**config.mk**
```make
export PLATFORM = sky130hd
export DESIGN_NAME = alu_cmd_issuer
export DESIGN_NICKNAME = d
export VERILOG_FILES = /design/src/rtl/alu_cmd_issuer.sv
export SDC_FILE = /design/constraint.sdc
export NUM_CORES = 1
export LEC_CHECK = 0
export BUFFER_PORTS_ARGS = -buffer_cell sky130_fd_sc_hd__buf_4
export CORE_ASPECT_RATIO = 1.1
export CORE_MARGIN = 2
export CORE_UTILIZATION = 30
export CTS_BUF_LIST = sky130_fd_sc_hd__clkbuf_4 sky130_fd_sc_hd__clkbuf_8
export CTS_CLUSTER_DIAMETER = 50
export DETAILED_ROUTE_END_ITERATION = 16
export PLACE_DENSITY = 0.46
export SYNTH_ARGS = -nofsm -noshare
export SYNTH_HDL_FRONTEND = slang
export SYNTH_SLANG_ARGS = --single-unit
```
**constraint.sdc**
```tcl
create_clock -name clk -period 5.5 [get_ports clk]
set_input_delay 0.55 -clock clk [delete_from_list [all_inputs] [get_ports clk]]
set_output_delay 0.55 -clock clk [all_outputs]
set_load 0.03 [all_outputs]
```
**src/rtl/alu_cmd_issuer.sv**
```systemverilog
// Issue stage for the 8-bit ALU: command FIFO, one-at-a-time ALU sequencing, in-order responses.
// Define ALU_TIMEOUT_EN to abort a WAIT that lasts TIMEOUT_CYCLES cycles with rsp_err=1.
module alu_cmd_issuer #(
  parameter int DEPTH          = 4,
  parameter int TIMEOUT_CYCLES = 64
) (
  input  logic                    clk,
  input  logic                    rst,
  input  logic                    cmd_valid,
  output logic                    cmd_ready,
  input  logic [7:0]              cmd_a,
  input  logic [7:0]              cmd_b,
  input  logic [2:0]              cmd_op,
  output logic                    rsp_valid,
  input  logic                    rsp_ready,
  output logic [15:0]             rsp_result,
  output logic [2:0]              rsp_op,
  output logic                    rsp_err,
  output logic [$clog2(DEPTH):0]  fifo_count,
  output logic [7:0]              alu_a,
  output logic [7:0]              alu_b,
  output logic [2:0]              alu_opcode,
  output logic                    alu_start,
  input  logic [15:0]             alu_result,
  input  logic                    alu_done
);
  localparam int AW = $clog2(DEPTH);
  localparam int CW = AW + 1;

  typedef enum logic [1:0] {
    IDLE  = 2'd0,
    ISSUE = 2'd1,
    WAIT  = 2'd2,
    RESP  = 2'd3
  } state_t;

  state_t state, state_next;

  // FIFO entry layout: {op, b, a}
  logic [18:0]   mem [DEPTH];
  logic [AW-1:0] wr_ptr, rd_ptr;
  logic [CW-1:0] count;
  logic [18:0]   head;
  logic          push, pop, timeout, alu_fin, enter_resp;

  assign head       = mem[rd_ptr];
  assign cmd_ready  = (count != CW'(DEPTH));
  assign push       = cmd_valid & cmd_ready;
  assign fifo_count = count;
  assign rsp_valid  = (state == RESP);
  assign alu_start  = (state == ISSUE);
  assign alu_fin    = (state == WAIT) & (alu_done | timeout);
  assign enter_resp = (pop & (head[18:16] == 3'd0)) | alu_fin;

  always_ff @(posedge clk) begin
    if (push) begin
      mem[wr_ptr] <= {cmd_op, cmd_b, cmd_a};
    end
  end

  always_ff @(posedge clk or posedge rst) begin
    if (rst) begin
      wr_ptr <= AW'(0);
      rd_ptr <= AW'(0);
      count  <= CW'(0);
    end else begin
      if (push) wr_ptr <= wr_ptr + AW'(1);
      if (pop)  rd_ptr <= rd_ptr + AW'(1);
      case ({push, pop})
        2'b10:   count <= count + CW'(1);
        2'b01:   count <= count - CW'(1);
        default: count <= count;
      endcase
    end
  end

  always_ff @(posedge clk or posedge rst) begin
    if (rst) state <= IDLE;
    else     state <= state_next;
  end

  always_comb begin
    state_next = state;
    pop        = 1'b0;
    case (state)
      IDLE: begin
        if (count != CW'(0)) begin
          pop        = 1'b1;
          state_next = (head[18:16] == 3'd0) ? RESP : ISSUE;
        end else begin
          state_next = IDLE;
        end
      end
      ISSUE: state_next = WAIT;
      WAIT: begin
        if (alu_done | timeout) state_next = RESP;
        else                    state_next = WAIT;
      end
      RESP: begin
        if (rsp_ready) state_next = IDLE;
        else           state_next = RESP;
      end
      default: state_next = IDLE;
    endcase
  end

  // ALU pins move only on a pop; response fields load as RESP is entered
  always_ff @(posedge clk or posedge rst) begin
    if (rst) begin
      alu_a      <= 8'h00;
      alu_b      <= 8'h00;
      alu_opcode <= 3'd0;
      rsp_result <= 16'h0000;
      rsp_op     <= 3'd0;
    end else begin
      if (pop) begin
        alu_a      <= head[7:0];
        alu_b      <= head[15:8];
        alu_opcode <= head[18:16];
      end
      if (pop & (head[18:16] == 3'd0)) begin
        rsp_result <= 16'h0000;
        rsp_op     <= 3'd0;
      end else if (alu_fin) begin
        rsp_result <= alu_done ? alu_result : 16'h0000;
        rsp_op     <= alu_opcode;
      end
    end
  end

`ifdef ALU_TIMEOUT_EN
  localparam int TW = $clog2(TIMEOUT_CYCLES + 1);
  logic [TW-1:0] wait_cnt;

  // Counts WAIT cycles; zero outside WAIT so it restarts on every entry
  always_ff @(posedge clk or posedge rst) begin
    if (rst)                wait_cnt <= TW'(0);
    else if (state != WAIT) wait_cnt <= TW'(0);
    else                    wait_cnt <= wait_cnt + TW'(1);
  end

  assign timeout = (state == WAIT) & ~alu_done & (wait_cnt == TW'(TIMEOUT_CYCLES - 1));

  always_ff @(posedge clk or posedge rst) begin
    if (rst)             rsp_err <= 1'b0;
    else if (enter_resp) rsp_err <= timeout;
    else                 rsp_err <= rsp_err;
  end
`else
  assign timeout = 1'b0;
  assign rsp_err = 1'b0;
`endif

endmodule

```
==> results of run 1 <==
per-layer routing:
layer	track usage (%)	vias to the layer above
li1	-	1158
met1	13.9	1252
met2	18.4	80
met3	3.92	15
met4	5.93	0
met5	0	-
flip-flops by register name (all words and copies together), names as in the netlist:
register,flops
mem,76
rsp_result,16
alu_a,8
alu_b,8
alu_opcode,3
fifo_count,3
rsp_op,3
rd_ptr,2
state,2
wr_ptr,2
worst max-delay path by stage:
stage                         startpoint                         end  slack (ns)  depth (start not counted)
2_1_floorplan  fifo_count[0]$_DFFE_PP0P_   fifo_count[1]$_DFFE_PP0P_        3.09                          6
3_3_place_gp       rd_ptr[1]$_DFFE_PP0P_  rsp_result[10]$_DFFE_PP0P_        3.07                          3
3_5_place_dp       rd_ptr[1]$_DFFE_PP0P_  rsp_result[10]$_DFFE_PP0P_        3.04                          3
4_1_cts            rd_ptr[1]$_DFFE_PP0P_  rsp_result[10]$_DFFE_PP0P_        3.02                          3
5_1_grt            rd_ptr[1]$_DFFE_PP0P_   rsp_result[2]$_DFFE_PP0P_        2.91                          3
6_report           rd_ptr[1]$_DFFE_PP0P_  rsp_result[10]$_DFFE_PP0P_        3.13                          3
power by group:
part           switching [µW]  internal [µW]
clock network             308            372
registers                 180           1290
logic                     773            612
total                    1260           2280
kinds of logic (layout without fill, tap and decap cells):
| logic type | count (synthesis) | after routing | share of synthesized area [%] |
|---|---|---|---|
| AOI/OAI and AO/OA | 22 | 22 | 2.47 |
| xor gates and xnor gates | 6 | 6 | 1.08 |
| adders and majority gates | 6 | 6 | 1.70 |
| buffers and inverters | 17 | 120 | 2.42 |
| DFF | 123 | 123 | 71.1 |
| muxes | 59 | 59 | 18.5 |
| other | 1 | 1 | 0.0771 |
| and+or+nand+nor | 18 | 18 | 2.65 |
layout by cell type (no fill, tap or decap), drive strengths merged, types with 2 or more instances in the layout:
master,synthesis,layout
xor2,3,3
nor3,2,2
mux2i,19,19
mux2,21,21
ha,5,5
and3,5,5
a21oi,20,20
dfrtp,47,47
inv,4,4
xnor2,3,3
buf,13,87
clkbuf,0,23
and2,2,2
edfxtp,76,76
mux4,19,19
clkinv,0,5
nor2,3,3
area by class of cell:
| class | count | area share (%) |
|---|---|---|
| sequential | 123 | 57.6 |
| clock inverter | 6 | 0.855 |
| clock buffer | 23 | 4.65 |
| multi-input combinational | 112 | 21.6 |
| inverter | 4 | 0.250 |
| tap | 200 | 4.17 |
| timing repair buffer | 87 | 10.9 |
metrics by stage:
step | total power (µW) | cell area (µm²) | hold WS [ns]
finish | 3540 | 6000 | 0.327
global route | 3760 | 6000 | 0.289
CTS | 3610 | 6000 | 0.283
detailed placement | 2910 | 5670 | 0.498
global placement | 2900 | 5670 | 0.493
floorplan | 2450 | 4860 | 0.534
critical path: cells and delay by family (launching register included):
kind	cells	cell delay, ns
AO/OA/AOI/OAI	1	0.15
AND/OR/NAND/NOR	1	0.67
flip-flops	1	0.94
multiplexers	1	0.44
==> impl_metrics.toml, run 1 <==
[timing]
rsz0062_at_grt = "no"
relSlewSlack_pct = 26.6
finalSetupViolCount = 0
skew_ns = 0.00643
timing.final.crit_period_ns = 2.37
maxSlewViolCount = 0
worstMarginPinSlew_ns = 1.10
finalCritPeriodShare_pct = 43.1
setup_ws_ns = 3.13
hold_viol_final = 0
timing.setup.tns_ns = 0
fmax_mhz = 422

[clock_network]
cts_resized = 0
htreeDepth = 4
clk_latency_ns = 0.42
clock_tree.buffer_depth = 2
cts_buffers = 17
clkSinkCount = 123
cts_tree = "yes"
cts_root_buf = "clkbuf_8"
cts_setup_buffers = 0
clkTransAtPathRegs_ns = 0.06
ctsHoldBuffers = 0

[grt]
grt_pass1_wl_um = 14600
grt_max_degree = 48
grt_usage_pct = 11.5
antenna_found_initial = 0
grt_pass1_vias = 2688
overflow = 0

[final_layout]
num-nets-final = 391
antenna_cells = 0
layout-drive-gt1-share_pct = 42.8
area_growth_pct = 23.4
final_util_pct = 38.0
instances_no_fill = 555
fill_cells = 1501
regArea_mm2 = 0.00346
multi_input_area_mm2 = 0.00129

[min_path]
min_from = "cmd_a[5]"
hold_path.class = "input port to flop"
hold_depth = 1
hold_end = "mem[2][5]$_DFFE_PP_"

[floorplan]
core_area_mm2 = 0.0158
die_h_um = 138
pin_count = 85
fp.dieW_um = 125
num_rows = 48
dieArea_mm2 = 0.0172
initial_utilization_pct = 30.8

[synthesis]
synth_ff_type = "edfxtp_1"
syn_nets = 298
synth_cell_types = 31
synth_area_leaders = "edfxtp_1, dfrtp_1, mux4_1"
synth-edff-count = 76
async_flop_share_pct = 38.2
yosys_warnings = 0
netlist.area_leader.share_pct = 46.9
synth_largest_area_cell = "edfxtp_1"
synth_common_cells = "edfxtp_1, dfrtp_1, a21oi_1"
avgSynthCellArea_um2 = 19.3
syn_inst = 252
synth_seq_area_share_pct = 71.1
synth_most_common_cell = "edfxtp_1"
ys_seq_elements = 123
syn_area_mm2 = 0.00486

[placement]
place_congestion = 0.680
pre_cts_slack_ns = 3.04
dpl.hpwl_um = 5700
port_buffers = 83
dp_cells = 526

[drt]
wl_met1_um = 3990
drc = 0
wl_met2_um = 4460
avgRoutedWirePerCell_um = 16.5
dr.pass1.iters = 4
top_layer = "met4"
vias = 2505
drt_iter0_drc = 114
antenna_left = 0
wl_met3_um = 495
via_per_inst = 4.51
wl_um = 9140

[worst_setup_path]
crit_required_ns = 5.76
crit_chain = "mux4_1 -> nor2_2 -> a21oi_1"
path_class = "flop to flop"
crit_arrival_ns = 2.63
crit_fanout = 20
max_stage_delay_ns = 0.94
reg2reg_depth = 3
worstReg2RegEnd = "rsp_result[10]$_DFFE_PP0P_"
r2r-start = "rd_ptr[1]$_DFFE_PP0P_"
end_kind = "flop"
startpoint_type = "flop"
slowest_stage = "dfrtp_1"
rrSetupSlack_ns = 3.13

[power]
leakagePower_uw = 0.00245
vdd_drop_max_mv = 0.158
pwr_density_cell_mw_per_mm2 = 590

[outcome]
status = "completed"

[job]
cap_violations = 0
Note: power is estimated with default switching activity, not from simulation.
==> run 2, diff against run 1 <==
==> constraint.sdc (replaced) <==
create_clock -name clk -period 2.4 [get_ports clk]
set_input_delay 0.24 -clock clk [delete_from_list [all_inputs] [get_ports clk]]
set_output_delay 0.24 -clock clk [all_outputs]
set_load 0.03 [all_outputs]
==> run 2 against run 1 <==
Effect of this change: critical path depth rose by 3; count of clock-buffer cells in the layout grew 1; clock skew grew 0.00059 ns; sequential cell count unchanged; worst hold slack got worse by 0.29 ns; design area increased by 5.6%; fmax increased by 7.5%; die area stayed put.
==> impl_metrics.toml, run 2 (synthesis gave the netlist of run 1 again) <==
[worst_setup_path]
end_kind = "flop"
crit_fanout = 6
reg2reg_depth = 6
path_class = "flop to flop"
crit_arrival_ns = 2.52
startpoint_type = "flop"
crit_required_ns = 2.71

[drt]
dr.pass1.iters = 4
drt_iter0_drc = 106
avgRoutedWirePerCell_um = 16.7
via_per_inst = 4.50
vias = 2635
antenna_left = 0
wl_um = 9750
drc = 0

[final_layout]
layout_commonest_cell = "buf_4"
area_growth_pct = 30.3
fin_area_mm2 = 0.00634
top_regs = "mem x76, rsp_result x16"
antenna_cells = 0
instances_no_fill = 585
layout-drive-gt1-share_pct = 42.9
largest_register = "mem"
fill_cells = 1491
num-nets-final = 418
final_cell_mix = "buf_4, edfxtp_1, dfrtp_1"
largest_reg_flops = 76

[grt]
met3_usage_pct = 3.61
grt_usage_pct = 12.1
grt_pass1_wl_um = 15600
grt_util_met1_pct = 14.5
grt_max_degree = 48
grt_util_met2_pct = 20.4
grt.busiest_layer = "met2"
antenna_found_initial = 0
grt_pass1_vias = 2811
overflow = 0

[floorplan]
dieArea_mm2 = 0.0172
pin_count = 85
core_area_mm2 = 0.0158
num_rows = 48
fp.dieW_um = 125
initial_utilization_pct = 30.8
die_h_um = 138

[timing]
hold_viol_final = 0
skew_ns = 0.00702
relSlewSlack_pct = 57.1
timing.final.crit_period_ns = 2.21
finalCritPeriodShare_pct = 91.9
maxSlewViolCount = 0
timing.setup.tns_ns = 0
fmax_mhz = 453
rsz0062_at_grt = "no"
worstMarginPinSlew_ns = 0.643
finalSetupViolCount = 0

[clock_network]
cts_setup_buffers = 0
clkSinkCount = 123
clk_latency_ns = 0.43
clkTransAtPathRegs_ns = 0.07
cts_buffers = 17
cts_root_buf = "clkbuf_8"
cts_resized = 0
ctsHoldBuffers = 19
clock_tree.buffer_depth = 2
cts_tree = "yes"
htreeDepth = 4

[placement]
dpl.hpwl_um = 6210
dp_cells = 534
place_congestion = 0.704
port_buffers = 83
placed_cell_area_mm2 = 0.00575

[power]
p_sw_uw = 2990
pwr_density_cell_mw_per_mm2 = 1340
power_frac_comb_pct = 39.3
switching_share_pct = 35.2
intPower_uw = 5510
vdd_drop_max_mv = 0.426
seq_power_share_pct = 39.4
p_clk_share_pct = 21.3
leakagePower_uw = 0.00261

[min_path]
hold_depth = 1
hold_path.class = "input port to flop"

[outcome]
status = "completed"

[job]
cap_violations = 0
run 2: cell types whose count changed in the layout (fill, tap and decap cells not counted), sizes merged:
cell | before | now
buf | 87 | 95
bufinv | 1 | 2
clkbuf | 23 | 24
clkinvlp | 0 | 1
dlygate4sd3 | 0 | 19
run 2: routing by layer:
| metal | vias up | part of all wire [%] |
|---|---|---|
| li1 | 1215 | - |
| met1 | 1320 | 44 |
| met2 | 88 | 50 |
| met3 | 12 | 5.1 |
| met4 | 0 | 1.5 |
| met5 | - | 0 |
run 2: power by group through the flow:
| stage | Sequential, µW | Clock [µW] | Combinational [µW] |
|---|---|---|---|
| after floorplan | 3980 | 0 | 1630 |
| after global placement | 3380 | 0 | 3360 |
| final | 3350 | 1810 | 3340 |
| after detailed placement | 3410 | 0 | 3390 |
| after CTS | 3370 | 1870 | 3420 |
| after global routing | 3450 | 1960 | 3590 |
run 2: cell type report:
cell class              count  area [µm²]  share of cell area, %
flip-flops and latches    123        3460                   54.6
multi-input cells         112        1300                   20.5
repair buffers            114         916                   14.5
clock buffers              24         312                   4.92
well taps                 200         250                   3.95
clock inverters             8        90.1                   1.42
inverters                   4        15.0                  0.237
run 2: critical path, stage by stage, from the launching register on:
cell,delay [ns]
dfrtp_1,0.46
or3b_4,0.46
and2_1,0.21
inv_1,0.07
ha_1,0.20
fa_1,0.42
mux2_2,0.26
run 2: worst paths after layout:
check | startpoint | endpoint | slack [ns]
setup reg to reg | fifo_count[0]$_DFFE_PP0P_ | fifo_count[1]$_DFFE_PP0P_ | 0.19
max in group asynchronous | rst | alu_a[4]$_DFFE_PP0P_ | 1.42
hold reg to reg | alu_a[4]$_DFFE_PP0P_ | alu_a[4]$_DFFE_PP0P_ | 0.51
hold / removal | cmd_b[2] | mem[0][10]$_DFFE_PP_ | 0.04
min in group asynchronous | rst | rsp_result[14]$_DFFE_PP0P_ | 0.55
setup / recovery | fifo_count[0]$_DFFE_PP0P_ | fifo_count[1]$_DFFE_PP0P_ | 0.19
run 2: through the flow:
| step | hold WS [ns] | total power [µW] | utilization (%) | setup slack [ns] |
|---|---|---|---|---|
| after floorplan | 0.339 | 5620 | - | 0.107 |
| after global placement | 0.440 | 6740 | 36.4 | 0.281 |
| after detailed placement | 0.446 | 6790 | 36.4 | 0.211 |
| after CTS | 0.000636 | 8660 | 40.1 | 0.198 |
| after global routing | 0.0103 | 9000 | 40.1 | 0.118 |
| final | 0.0360 | 8500 | 40.1 | 0.195 |
==> run 3, diff against run 2 <==
==> constraint.sdc (replaced) <==
create_clock -name clk -period 2.4 [get_ports clk]
set_input_delay 0.48 -clock clk [delete_from_list [all_inputs] [get_ports clk]]
set_output_delay 0.48 -clock clk [all_outputs]
set_load 0.03 [all_outputs]
==> run 3 against run 2 <==
Effect of this change: count of clock-buffer cells in the layout did not move; critical path type unchanged; via count fell by 2.0%; non-clock buffer count fell by 19; largest cell class unchanged; routed wire length fell by 0.77%; register-to-register slack barely moved.
==> impl_metrics.toml, run 3 (synthesis gave the netlist of run 1 again) <==
[final_layout]
regArea_mm2 = 0.00346
largest_reg_flops = 76
fin_area_mm2 = 0.00616
layout-drive-gt1-share_pct = 45.6
multi_input_area_mm2 = 0.00130
fill_cells = 1512
top_regs = "mem x76, rsp_result x16"
num-nets-final = 399
final_cell_mix = "buf_4, edfxtp_1, dfrtp_1"
antenna_cells = 0
largest_register = "mem"
layout_commonest_cell = "buf_4"
area_growth_pct = 26.7

[drt]
drc = 0
avgRoutedWirePerCell_um = 17.1
antenna_left = 0
drt_iter0_drc = 118
wl_um = 9670
dr.pass1.iters = 4
via_per_inst = 4.56
vias = 2582

[timing]
hold_viol_final = 0
timing.setup.tns_ns = 0
finalCritPeriodShare_pct = 92.0
maxSlewViolCount = 0
worstMarginPinSlew_ns = 0.650
timing.final.crit_period_ns = 2.21
rsz0062_at_grt = "no"
fmax_mhz = 453
skew_ns = 0.00877
relSlewSlack_pct = 56.7
finalSetupViolCount = 0

[power]
finalPower_uw = 8560
leakagePower_uw = 0.00254
pwr_density_cell_mw_per_mm2 = 1390
vdd_drop_max_mv = 0.341

[job]
cap_violations = 0

[grt]
grt_pass1_vias = 2771
grt_pass1_wl_um = 15400
grt_usage_pct = 12.2
antenna_found_initial = 0
overflow = 0
grt_max_degree = 48

[placement]
port_buffers = 83
placed_cell_area_mm2 = 0.00575
dpl.hpwl_um = 6210
place_congestion = 0.745

[outcome]
status = "completed"

[floorplan]
initial_utilization_pct = 30.8
num_rows = 48
dieArea_mm2 = 0.0172
core_area_mm2 = 0.0158
fp.dieW_um = 125
pin_count = 85
die_h_um = 138

[worst_setup_path]
crit_arrival_ns = 2.52
end_kind = "flop"
slowest_stage = "dfrtp_1"
crit_chain = "or3b_4 -> and2_1 -> inv_1 -> ha_1 -> fa_1 -> mux2_2"
crit_buf_inv = 1
startpoint_type = "flop"
path_class = "flop to flop"
crit_family = "simple AND/OR/NAND/NOR gates"
max_stage_delay_ns = 0.46
crit_required_ns = 2.72
crit_fanout = 6

[clock_network]
ctsHoldBuffers = 0
clkTransAtPathRegs_ns = 0.06
htreeDepth = 4
cts_root_buf = "clkbuf_8"
clkSinkCount = 123
cts_buffers = 17
cts_resized = 0
cts_setup_buffers = 0
clock_tree.buffer_depth = 2
cts_tree = "yes"
clk_latency_ns = 0.43

[min_path]
hold_path.class = "input port to async pin"
==> run 3: area by class of cell <==
type,instances,area share (%)
clock buffer,24,4.85
inverter,4,0.244
tap,200,4.06
sequential,123,56.1
timing repair buffer,95,11.8
multi-input combinational,112,21.0
clock inverter,8,1.91
==> run 3: worst register-to-register path, delay by kind of cell (launching register included) <==
family        cells  cell delay (ns)
flops             1             0.46
buf+inv           1             0.07
mux               1             0.26
fa+ha+maj         2             0.63
simple gates      2             0.68
==> run 3: worst paths after layout <==
kind                       slack [ns]  cells past startpoint                   endpoint                 startpoint
min                              0.24                      3  rsp_result[3]$_DFFE_PP0P_                        rst
max reg2reg                      0.19                      6  fifo_count[1]$_DFFE_PP0P_  fifo_count[0]$_DFFE_PP0P_
max                              0.19                      6  fifo_count[1]$_DFFE_PP0P_  fifo_count[0]$_DFFE_PP0P_
max in group asynchronous        1.73                      3       alu_a[3]$_DFFE_PP0P_                        rst
min in group clk                 0.25                      1        mem[2][6]$_DFFE_PP_                   cmd_a[6]
min reg2reg                      0.51                      1       alu_a[4]$_DFFE_PP0P_       alu_a[4]$_DFFE_PP0P_
==> run 3: per-stage QoR <==
| step | instances | hold WS (ns) | utilization, % | worst slack [ns] |
|---|---|---|---|---|
| 6_report | 566 | 0.235 | 39.0 | 0.192 |
| 5_1_grt | 566 | 0.213 | 39.0 | 0.107 |
| 4_1_cts | 566 | 0.209 | 39.0 | 0.177 |
| 3_5_place_dp | 534 | 0.498 | 36.4 | 0.206 |
| 3_3_place_gp | 534 | 0.495 | 36.4 | 0.277 |
| 2_1_floorplan | 252 | 0.534 | - | 0.107 |
==> run 3: per-layer routing <==
metal,global-route usage [%],wire length [µm],vias to the layer above,part of all wire (%)
met1,14.5,4210,1298,44
met5,0,0,-,0
li1,-,-,1182,-
met3,4.04,497,16,5.1
met2,20.1,4760,86,49
met4,6.36,210,0,2.2
==> run 3: report_power, final <==
group	switching [µW]	leakage (µW)	internal [µW]	total (µW)
logic	1840	0.00107	1480	3320
registers	386	0.00125	2950	3340
clock network	769	0.000218	1130	1900
